--- src/rtl/pipe_pkg.sv ---
// rtl/pipe_pkg.sv - shared types and helpers for the ID/EX operand stage
//
// Purpose : ALU op encoding, forwarding-source select, the packed ID/EX
//           pipeline record, datapath widths and the forwarding priority
//           helper used by fwd_unit.
// Ports   : none (package).
// Macro   : EX_FWD_EN is consumed by id_ex_operand_stage, not here.
package pipe_pkg;

   localparam int XLEN = 32;
   localparam int RAW  = 5;

   typedef enum logic [3:0] {
      ALU_ADD   = 4'd0,
      ALU_SUB   = 4'd1,
      ALU_SLL   = 4'd2,
      ALU_SLT   = 4'd3,
      ALU_SLTU  = 4'd4,
      ALU_XOR   = 4'd5,
      ALU_SRL   = 4'd6,
      ALU_SRA   = 4'd7,
      ALU_OR    = 4'd8,
      ALU_AND   = 4'd9,
      ALU_LUI   = 4'd10,
      ALU_AUIPC = 4'd11
   } alusel_t;

   typedef enum logic [1:0] {
      FWD_RF    = 2'd0,
      FWD_EXMEM = 2'd1,
      FWD_MEMWB = 2'd2
   } fwd_sel_t;

   // Everything captured from ID on a normal load.
   typedef struct packed {
      logic [XLEN-1:0] pc;
      logic [XLEN-1:0] rs1_data;
      logic [XLEN-1:0] rs2_data;
      logic [XLEN-1:0] imm;
      logic [RAW-1:0]  rs1;
      logic [RAW-1:0]  rs2;
      logic [RAW-1:0]  rd;
      alusel_t         alusel;
      logic            op1_pc;
      logic            op2_imm;
      logic            reg_write;
      logic            mem_read;
      logic            mem_write;
   } id_ex_t;

   // The youngest producer (EX/MEM) wins; x0 is hard-wired zero and never
   // takes a forwarded value.
   function automatic fwd_sel_t fwd_pick(
      input logic [RAW-1:0] rs,
      input logic [RAW-1:0] exmem_rd,
      input logic           exmem_reg_write,
      input logic [RAW-1:0] memwb_rd,
      input logic           memwb_reg_write
   );
      fwd_sel_t sel;
      sel = FWD_RF;
      if (rs != '0) begin
         if (exmem_reg_write && (exmem_rd == rs)) begin
            sel = FWD_EXMEM;
         end else if (memwb_reg_write && (memwb_rd == rs)) begin
            sel = FWD_MEMWB;
         end
      end
      return sel;
   endfunction

endpackage

--- src/rtl/fwd_unit.sv ---
// rtl/fwd_unit.sv - forwarding source selection for both EX operands
//
// Purpose : picks the source of rs1 and rs2 for the instruction in EX.
// Ports   : rs1, rs2                         registered source indices
//           exmem_rd, exmem_reg_write        EX/MEM write-back info
//           memwb_rd, memwb_reg_write        MEM/WB write-back info
//           rs1_sel, rs2_sel                 selected source per operand
// Macro   : only instantiated when EX_FWD_EN is defined.
module fwd_unit
   import pipe_pkg::*;
(
   input  logic [RAW-1:0] rs1,
   input  logic [RAW-1:0] rs2,
   input  logic [RAW-1:0] exmem_rd,
   input  logic           exmem_reg_write,
   input  logic [RAW-1:0] memwb_rd,
   input  logic           memwb_reg_write,
   output fwd_sel_t       rs1_sel,
   output fwd_sel_t       rs2_sel
);

   assign rs1_sel = fwd_pick(rs1, exmem_rd, exmem_reg_write, memwb_rd, memwb_reg_write);
   assign rs2_sel = fwd_pick(rs2, exmem_rd, exmem_reg_write, memwb_rd, memwb_reg_write);

endmodule

--- src/rtl/id_ex_operand_stage.sv ---
// rtl/id_ex_operand_stage.sv - ID/EX register, EX operand muxing, hazard stall
//
// Purpose : registers the decoded instruction, drives the ALU operands with
//           forwarding from EX/MEM and MEM/WB, and raises load_use_stall
//           toward IF/ID.
// Ports   : clk, rst_n                       clock, async active-low reset
//           id_*                             decoded instruction from ID
//           flush, hold                      kill EX entry / freeze stage
//           exmem_*, memwb_*                 downstream write-back info
//           load_use_stall                   hold PC and IF/ID
//           ex_valid, ex_alusel, alu_inp1/2  ALU-facing outputs
//           ex_store_data, ex_pc, ex_rd      registered/forwarded fields
//           ex_reg_write/mem_read/mem_write  control, qualified by ex_valid
// Macro   : EX_FWD_EN - defined: operand forwarding, stall only on load-use.
//           undefined: no forwarding, stall on any RAW hazard against EX or
//           EX/MEM (register file write-before-read covers MEM/WB).
module id_ex_operand_stage #(
   parameter int XLEN = 32,
   parameter int RAW  = 5
) (
   input  logic            clk,
   input  logic            rst_n,
   input  logic            id_valid,
   input  logic [XLEN-1:0] id_pc,
   input  logic [XLEN-1:0] id_rs1_data,
   input  logic [XLEN-1:0] id_rs2_data,
   input  logic [XLEN-1:0] id_imm,
   input  logic [RAW-1:0]  id_rs1,
   input  logic [RAW-1:0]  id_rs2,
   input  logic [RAW-1:0]  id_rd,
   input  logic [3:0]      id_alusel,
   input  logic            id_op1_pc,
   input  logic            id_op2_imm,
   input  logic            id_reg_write,
   input  logic            id_mem_read,
   input  logic            id_mem_write,
   input  logic            flush,
   input  logic            hold,
   input  logic [RAW-1:0]  exmem_rd,
   input  logic            exmem_reg_write,
   input  logic [XLEN-1:0] exmem_result,
   input  logic [RAW-1:0]  memwb_rd,
   input  logic            memwb_reg_write,
   input  logic [XLEN-1:0] memwb_result,
   output logic            load_use_stall,
   output logic            ex_valid,
   output logic [3:0]      ex_alusel,
   output logic [XLEN-1:0] alu_inp1,
   output logic [XLEN-1:0] alu_inp2,
   output logic [XLEN-1:0] ex_store_data,
   output logic [XLEN-1:0] ex_pc,
   output logic [RAW-1:0]  ex_rd,
   output logic            ex_reg_write,
   output logic            ex_mem_read,
   output logic            ex_mem_write
);

   import pipe_pkg::*;

   id_ex_t          id_d;
   id_ex_t          ex_q;
   logic            ex_valid_q;
   logic [XLEN-1:0] fwd_rs1;
   logic [XLEN-1:0] fwd_rs2;

   // Control bits are qualified at capture so an invalid ID slot can never
   // produce a write in a later stage.
   always_comb begin
      id_d           = '0;
      id_d.pc        = id_pc;
      id_d.rs1_data  = id_rs1_data;
      id_d.rs2_data  = id_rs2_data;
      id_d.imm       = id_imm;
      id_d.rs1       = id_rs1;
      id_d.rs2       = id_rs2;
      id_d.rd        = id_rd;
      id_d.alusel    = alusel_t'(id_alusel);
      id_d.op1_pc    = id_op1_pc;
      id_d.op2_imm   = id_op2_imm;
      id_d.reg_write = id_reg_write & id_valid;
      id_d.mem_read  = id_mem_read  & id_valid;
      id_d.mem_write = id_mem_write & id_valid;
   end

   // Priority: flush, then hold, then bubble on stall, then normal load.
   // Flush and bubble only clear valid/control; data fields are don't-care
   // in those cases and are left alone.
   always_ff @(posedge clk or negedge rst_n) begin
      if (!rst_n) begin
         ex_valid_q <= 1'b0;
         ex_q       <= '0;
      end else if (flush) begin
         ex_valid_q     <= 1'b0;
         ex_q.reg_write <= 1'b0;
         ex_q.mem_read  <= 1'b0;
         ex_q.mem_write <= 1'b0;
      end else if (!hold) begin
         if (load_use_stall) begin
            ex_valid_q     <= 1'b0;
            ex_q.reg_write <= 1'b0;
            ex_q.mem_read  <= 1'b0;
            ex_q.mem_write <= 1'b0;
         end else begin
            ex_valid_q <= id_valid;
            ex_q       <= id_d;
         end
      end
   end

`ifdef EX_FWD_EN
   fwd_sel_t rs1_sel;
   fwd_sel_t rs2_sel;

   fwd_unit u_fwd (
      .rs1             (ex_q.rs1),
      .rs2             (ex_q.rs2),
      .exmem_rd        (exmem_rd),
      .exmem_reg_write (exmem_reg_write),
      .memwb_rd        (memwb_rd),
      .memwb_reg_write (memwb_reg_write),
      .rs1_sel         (rs1_sel),
      .rs2_sel         (rs2_sel)
   );

   always_comb begin
      fwd_rs1 = ex_q.rs1_data;
      case (rs1_sel)
         FWD_EXMEM: fwd_rs1 = exmem_result;
         FWD_MEMWB: fwd_rs1 = memwb_result;
         default:   fwd_rs1 = ex_q.rs1_data;
      endcase
   end

   always_comb begin
      fwd_rs2 = ex_q.rs2_data;
      case (rs2_sel)
         FWD_EXMEM: fwd_rs2 = exmem_result;
         FWD_MEMWB: fwd_rs2 = memwb_result;
         default:   fwd_rs2 = ex_q.rs2_data;
      endcase
   end

   // Only a load in EX cannot be forwarded in time. rs2 is compared even
   // for I-type, which can cost a spurious one-cycle stall.
   assign load_use_stall = ex_valid_q & ex_q.mem_read & (ex_q.rd != '0) & id_valid
                         & ((ex_q.rd == id_rs1) | (ex_q.rd == id_rs2)) & ~flush;
`else
   logic hazard_ex;
   logic hazard_exmem;
   logic unused_fwd_inputs;

   assign fwd_rs1 = ex_q.rs1_data;
   assign fwd_rs2 = ex_q.rs2_data;

   // Without forwarding, any producer still in EX or EX/MEM blocks ID.
   assign hazard_ex    = ex_valid_q & ex_q.reg_write & (ex_q.rd != '0)
                       & ((ex_q.rd == id_rs1) | (ex_q.rd == id_rs2));
   assign hazard_exmem = exmem_reg_write & (exmem_rd != '0)
                       & ((exmem_rd == id_rs1) | (exmem_rd == id_rs2));

   assign load_use_stall = id_valid & ~flush & (hazard_ex | hazard_exmem);

   assign unused_fwd_inputs = ^{exmem_result, memwb_rd, memwb_reg_write,
                                memwb_result, ex_q.rs1, ex_q.rs2};
`endif

   assign alu_inp1      = ex_q.op1_pc  ? ex_q.pc  : fwd_rs1;
   assign alu_inp2      = ex_q.op2_imm ? ex_q.imm : fwd_rs2;
   assign ex_store_data = fwd_rs2;

   assign ex_valid     = ex_valid_q;
   assign ex_alusel    = ex_q.alusel;
   assign ex_pc        = ex_q.pc;
   assign ex_rd        = ex_q.rd;
   assign ex_reg_write = ex_valid_q & ex_q.reg_write;
   assign ex_mem_read  = ex_valid_q & ex_q.mem_read;
   assign ex_mem_write = ex_valid_q & ex_q.mem_write;

endmodule

--- config.mk ---
export PLATFORM = sky130hd
export DESIGN_NAME = id_ex_operand_stage
export DESIGN_NICKNAME = d
export VERILOG_FILES = /design/src/rtl/pipe_pkg.sv /design/src/rtl/fwd_unit.sv /design/src/rtl/id_ex_operand_stage.sv
export SDC_FILE = /design/constraint.sdc
export NUM_CORES = 1
export LEC_CHECK = 0
export ABC_AREA = 1
export CAP_MARGIN = 20
export CELL_PAD_IN_SITES_DETAIL_PLACEMENT = 1
export CELL_PAD_IN_SITES_GLOBAL_PLACEMENT = 2
export CORE_MARGIN = 8
export CORE_UTILIZATION = 22
export CTS_CLUSTER_SIZE = 25
export DETAILED_ROUTE_END_ITERATION = 7
export MAX_ROUTING_LAYER = met4
export PLACE_DENSITY = 0.91
export SETUP_SLACK_MARGIN = 0.05
export SLEW_MARGIN = 10
export SYNTH_ARGS = -nofsm -noshare
export SYNTH_HDL_FRONTEND = slang
export SYNTH_HIERARCHICAL = 1
export SYNTH_SLANG_ARGS = --single-unit
--- constraint.sdc ---
create_clock -name clk -period 2.05 [get_ports clk]
set_input_delay 0.5125 -clock clk [delete_from_list [all_inputs] [get_ports clk]]
set_output_delay 0.5125 -clock clk [all_outputs]
set_load 0.01 [all_outputs]
==> results.md, run 1 <==
- CP max stage delay: 0.42 ns
- Syn_nets: 1102
- Critical Path AT: 1.67 ns
- Crit-path most repeated cell: buf_6
- I/O pin count: 375
- DP Wirelength: 21100 um
- Largest family of logic cells by synthesized area: simple AND/OR/NAND/NOR gates
- Max-slew violations: 0
- Startpoint Class: register
- Core area: 33300 sq um
- Synth top area share: 48.6%
- Synth Instances: 869
- Lkg Pwr: 6.02 nW
- Netlist cell types: 18
- FP Rows: 67
- Largest net degree at the start of global routing: 72
- Warnings from Yosys: 6
- Fmax: 0.457 GHz
- Status: finished, violations left
- Vias in the first global route: 7583
- Initial DRC count: 262
- HP Class: primary input to async pin
- Hold buffer count at CTS: 0
- DRC: 0
- Fin crit period: 2.19 ns
- Worst-path clk slew: 0.06 ns
- Critical-path top delay cell: dfrtp_2
- Synth area leader: dfrtp_1
- CTS tree: yes
- Synth Area in Simple Gates: 28.2%
- TritonCTS buffer count: 17
- Mapped cell area: 7360 sq um
- Final nets: 1366
- Peak VDD IR: 0.521 mV
- Worst-Margin Slew: 0.542 ns
- Fin. Hold Viols: 0
- Crit path capture type: output pin
- Slew margin rel.: 63.9%
- Final wirelength: 30100 um
- Area grow syn2layout: 63.2%
- Compound-gate portion of the synthesized area: 0.136%
- Pre-antenna DRT Iters: 4
- Max-cap viol count: 0
- Synth Area per Inst: 8.47 sq um
- Total placed cells including tap cells: 1538
- Via density: 4.31
- Avg WL per Cell: 18.8 um
- Synth top area cells: dfrtp_1, nand2_1, nand3_1
- Placed inst area: 10700 sq um
- Worst-Skew Late Latency: 0.44 ns
- CP bufs+invs: 4
- Seq/Total Area, Yosys: 48.6%
- Post-Synth XOR/XNOR Area: 0.595%
- Starting density of the core: 22.1%
- Die extent in x: 199 um
- Cell family with most CP delay: buffers and inverters
- Total global-route track usage: 15.2%
- Synth Area in Adders: 0%
- Share of cells above drive strength 1: 21.1%
- Remaining global-route overflow: 0
- RSZ-0062 raised after global routing: yes
- Maximum fanout along the worst path: 6
- Port buffer count: 304
- Synthesis-stage register bit count: 143
- H-tree depth: 4
- Cell breakdown of the critical path: buf_6 -> buf_16 -> buf_6 -> mux2_4 -> buf_6
- Antenna violations before repair: 3
- First-pass GRT wire length: 44800 um
- Fin cells: 1597
- GP Congestion: 0.847
- Cell Pwr Density: 827 nW/um^2
- Fin area: 12000 sq um
- Critical path type: register to output pin
- Final setup margin: -0.137 ns
- Via count: 6877
- Violated checks: setup timing
- CTS sink count: 143
- Antenna Nets Post-Route: 0
- Die ar.: 39600 sq um
- Mux share of post-synthesis cell area: 9.79%
- Part of the cycle the worst path needs: 107%
- Die Y: 199 um
- Required @ worst endpoint: 1.54 ns
- Final setup vio count: 63
- CTS root buffer: clkbuf_16
- Bufs on Longest Clock Path: 2
- Clk_skew: 0.0137 ns
## final timing paths
path	from	endpoint	slack (ns)	depth (start not counted)
setup / recovery	ex_q[4]$_DFFE_PN0P_	alu_inp1[24]	-0.14	5
hold / removal	rst_n	ex_q[28]$_DFFE_PN0P_	0.05	1
setup reg to reg	ex_rd[0]$_DFFE_PN0P_	ex_pc[24]$_DFFE_PN0P_	0.12	12
hold reg to reg	ex_q[29]$_DFFE_PN0P_	ex_q[29]$_DFFE_PN0P_	0.47	2
max in group asynchronous	rst_n	ex_rd[0]$_DFFE_PN0P_	1.41	2
min in group clk	ex_q[29]$_DFFE_PN0P_	ex_q[29]$_DFFE_PN0P_	0.47	2
## power breakdown
group          internal, mW  switching, mW
clock                  2.07           1.32
sequential             3.19          0.279
combinational          1.80           1.27
total                  7.06           2.87
## placed cells by master, fill, tap and decap left out, drive strengths merged, types with 2 or more instances in the layout
cell type      Yosys  final
buf              102    131
bufinv             0      4
clkbuf            24     21
clkdlybuf4s50      0    207
clkinv             0      5
clkinvlp           0      3
dfrtp            143    143
diode              0      3
dlygate4sd2        0     25
dlymetal6s2s       0      5
inv               28     29
mux2              64     64
nand2            336    336
nand3            150    150
nand4              2      2
nor2              12     12
o21ai              2      2
xnor2              4      4
## layout make-up
type / count / area (sq um)
Clock buffer: 19 / 443
Antenna cell: 3 / 7.51
Multi-Input combinational cell: 572 / 3060
Tap cell: 448 / 561
Clock inverter: 13 / 188
Timing Repair Buffer: 371 / 4070
Inverter: 28 / 105
Fill cell: 3822 / 21300
Sequential cell: 143 / 3580
## sequential cells by signal (all words and copies together) (netlist names)
register       count
ex_q              37
ex_pc             32
ex_store_data     32
fwd_rs1           32
ex_rd              5
ex_alusel          4
ex_valid           1
## Yosys cell counts
cell      instances
nand2_2           2
nor3_1            1
nand3_1         150
mux2_2           64
o21ai_0           2
clkbuf_1         24
xor2_1            1
buf_6             2
buf_4            85
inv_2             4
nand2_1         334
inv_1            24
buf_2            14
xnor2_1           4
dfrtp_1         143
nor2_1           12
buf_1             1
nand4_1           2
## through the flow
step / utilization (%) / TNS (ns) / hold WS (ns) / total power, mW / setup slack (ns)
2_1_floorplan: - / 0 / 0.217 / 4.72 / 0.111
3_3_place_gp: 32.2 / -61.76 / 0.449 / 6.15 / -0.751
3_5_place_dp: 32.2 / -68.09 / 0.458 / 6.21 / -0.800
4_1_cts: 35.2 / -4.33 / 0.0470 / 9.97 / -0.162
5_1_grt: 36.1 / -7.27 / 0.0539 / 10.5 / -0.233
6_report: 36.1 / -2.67 / 0.0478 / 9.93 / -0.137
## logic make-up after synthesis
kind of cell              Yosys count
DFF                               143
buffers and inverters             154
muxes                              64
xor gates and xnor gates            5
and+or+nand+nor                   501
AOI/OAI and AO/OA                   2
## timing repair
| action | CTS | global route |
|---|---|---|
| endpoints found under the setup margin | 214 | 176 |
| gates resized for setup | 393 | 53 |
| cloned | 6 | 2 |
| pin swaps | 4 | 3 |
| buffers inserted | 13 | 4 |
## metal layers
metal  vias up  global-route usage, %  wire (um)  part of all wire, %
met4         0                   4.83        440                  1.5
met2       218                   24.6      14800                   49
met1      3386                   17.6      12600                   42
met3        27                   5.21       2170                  7.2
li1       3246                      -          -                    -
met5         -                      -          0                    0
Note: power is estimated with default switching activity, not from simulation.
==> inputs of run 2 (changes only) <==
Settings changed: ABC_AREA 1 to default, CORE_UTILIZATION 22 to 24, PLACE_DENSITY 0.91 to 0.9, SETUP_SLACK_MARGIN 0.05 to 0.15.
==> run 2 against run 1 <==
The run still ends with setup timing left; wire length down 8.5%; sequential power up 3%; critical path depth up 6; cell area up 7.0%; non-clock buffer count up 51; core utilization up 8.8 points; die area down 12%; synthesized cell count down 44%; largest cell class unchanged.
==> results.md, run 2 <==
- GP Congestion: 0.774
- Clk_skew: 0.0150 ns
- Violated checks: setup timing
- R2r setup slk: -0.39 ns
- Required @ worst endpoint: 2.35 ns
- Most frequent cells in the layout: clkdlybuf4s50_1, mux2_4, dfrtp_1
- Lkg Pwr: 6.04 nW
- Most common cell after layout, fill and taps aside: clkdlybuf4s50_1
- CTS root buffer: clkbuf_16
- Netlist cell types: 25
- Die ar.: 34700 sq um
- Synth Instances: 490
- Final nets: 1068
- Total global-route track usage: 15.9%
- FP Rows: 62
- Crit path capture type: register
- Warnings from Yosys: 6
- Pre-antenna DRT Iters: 4
- Part of the cycle the worst path needs: 120%
- Max reg flops: 37
- Max-cap viol count: 0
- Fin area: 12900 sq um
- Startpoint Class: primary input
- Critical Path AT: 2.76 ns
- Clock group share of total power: 29.1%
- Worst-Skew Late Latency: 0.42 ns
- Maximum fanout along the worst path: 8
- Worst-Margin Slew: 0.512 ns
- Share of cells above drive strength 1: 51.5%
- Peak VDD IR: 0.420 mV
- HP Class: primary input to async pin
- End-of-flow core utilization: 44.9%
- Seq/Total Area, Yosys: 51.4%
- Fin. Hold Viols: 0
- Comb power frac: 37.5%
- Vias in the first global route: 6182
- Cell Pwr Density: 835 nW/um^2
- EDFF count, synth: 0
- Total placed cells including tap cells: 1122
- Switching power: 3.10 mW
- Largest reg by FF count: ex_q
- Via count: 5195
- CTS tree: yes
- Fmax: 0.406 GHz
- Post-synth ARST share: 100%
- Critical path type: primary input to register
- Switching share of total power: 28.9%
- TritonCTS buffer count: 17
- Largest net degree at the start of global routing: 47
- Antenna violations before repair: 3
- Die Y: 186 um
- Internal: 7.64 mW
- Antenna Nets Post-Route: 0
- Initial DRC count: 159
- DP Wirelength: 17600 um
- DRC: 0
- Final setup margin: -0.415 ns
- Top cell types by occurrence after synthesis: dfrtp_1, mux2_1, mux2_2, buf_4, xor2_1
- Hold buffer count at CTS: 0
- Die extent in x: 186 um
- Via density: 4.21
- Cell with the most instances after synthesis: dfrtp_1
- Area grow syn2layout: 84.6%
- Top_reg_cell synth: dfrtp_1
- Final setup vio count: 204
- Bufs on Longest Clock Path: 2
- Fin crit period: 2.46 ns
- Synthesis-stage register bit count: 143
- Core area: 28600 sq um
- Fin cells: 1235
- Reg power frac: 33.4%
- First-pass GRT wire length: 41300 um
- H-tree depth: 4
- I/O pin count: 375
- Synth Area per Inst: 14.2 sq um
- Synth area leader: dfrtp_1
- WHS: 0.0317 ns
- Slew margin rel.: 65.8%
- Final wirelength: 27500 um
- Mapped cell area: 6970 sq um
- Worst-path clk slew: 0.07 ns
- RSZ-0062 raised after global routing: yes
- Remaining global-route overflow: 0
- CTS sink count: 143
- Avg WL per Cell: 22.3 um
- Synth top area cells: dfrtp_1, mux2_1, mux2_2
- Max-slew violations: 0
- Starting density of the core: 24.3%
- Placed inst area: 10200 sq um
- Port buffer count: 304
- Syn_nets: 723
- Fillcell total: 2863
- Status: finished, violations left
- Synth top area share: 51.4%
==> run 2: stage by stage <==
stage / setup WS, ns / total power [mW] / TNS, ns
finish: -0.415 / 10.7 / -58.87
global route: -0.456 / 11.2 / -69.34
CTS: -0.446 / 10.5 / -55.17
detailed placement: -1.02 / 6.60 / -135.96
global placement: -1.01 / 6.53 / -134.08
floorplan: -0.354 / 5.03 / -46.83
==> run 2: worst max-delay path: stages <==
cell             delay (ns)
clkdlybuf4s15_2        0.21
or4_4                  0.44
o21ai_4                0.18
a21oi_4                0.05
buf_6                  0.12
a2111oi_4              0.29
buf_6                  0.19
buf_12                 0.17
buf_12                 0.13
buf_16                 0.14
mux2_4                 0.31
==> run 2: cells by family (layout without fill, tap and decap cells) <==
| family | Yosys count | in the layout | synth area share [%] |
|---|---|---|---|
| multiplexers | 203 | 203 | 32.8 |
| flip-flops | 143 | 143 | 51.4 |
| buffers and inverters | 96 | 454 | 10.5 |
| XOR/XNOR | 20 | 20 | 2.51 |
| AND/OR/NAND/NOR | 18 | 18 | 1.42 |
| AO/OA/AOI/OAI | 10 | 10 | 1.35 |
| other | 0 | 3 | 0 |
==> run 2: layout make-up <==
| cell class | instances | area [sq um] | share of cell area, % |
|---|---|---|---|
| clock inverter | 13 | 129 | 1.00 |
| antenna | 3 | 7.51 | 0.0584 |
| timing repair buffer | 422 | 4930 | 38.3 |
| clock buffer | 19 | 453 | 3.52 |
| tap | 384 | 480 | 3.74 |
| multi-input combinational | 251 | 3280 | 25.5 |
| sequential | 143 | 3580 | 27.8 |
==> run 2: power by group through the flow <==
stage | clock (mW) | combinational, mW | sequential (mW)
after floorplan | 0 | 1.54 | 3.49
after global placement | 0 | 2.96 | 3.57
after detailed placement | 0 | 3.00 | 3.60
after CTS | 3.21 | 3.75 | 3.56
after global routing | 3.33 | 4.26 | 3.65
final | 3.12 | 4.03 | 3.59
==> run 2: path summary, 6_finish.rpt <==
kind | from | end | cells after the start
max in group asynchronous | rst_n | ex_q[3]$_DFFE_PN0P_ | 2
min reg2reg | ex_q[2]$_DFFE_PN0P_ | ex_q[2]$_DFFE_PN0P_ | 1
min in group clk | ex_q[2]$_DFFE_PN0P_ | ex_q[2]$_DFFE_PN0P_ | 1
max | exmem_rd[4] | ex_store_data[18]$_DFFE_PN0P_ | 11
max reg2reg | ex_rd[2]$_DFFE_PN0P_ | ex_store_data[18]$_DFFE_PN0P_ | 9
min | rst_n | ex_pc[17]$_DFFE_PN0P_ | 1
==> run 2: per-layer routing <==
layer  share of wire [%]  track usage, %  up-vias
met4                 2.2            4.80        0
met2                  54            28.1      165
met5                   0               -        -
met3                 5.4            3.99       27
met1                  39            17.3     2660
li1                    -               -     2343
==> run 2: what timing repair did <==
action                                  CTS  global route
pin swaps                                 7            11
endpoints found under the setup margin  235           245
cloned                                   17             1
setup buffers                            43            17
gates resized for setup                 541           129
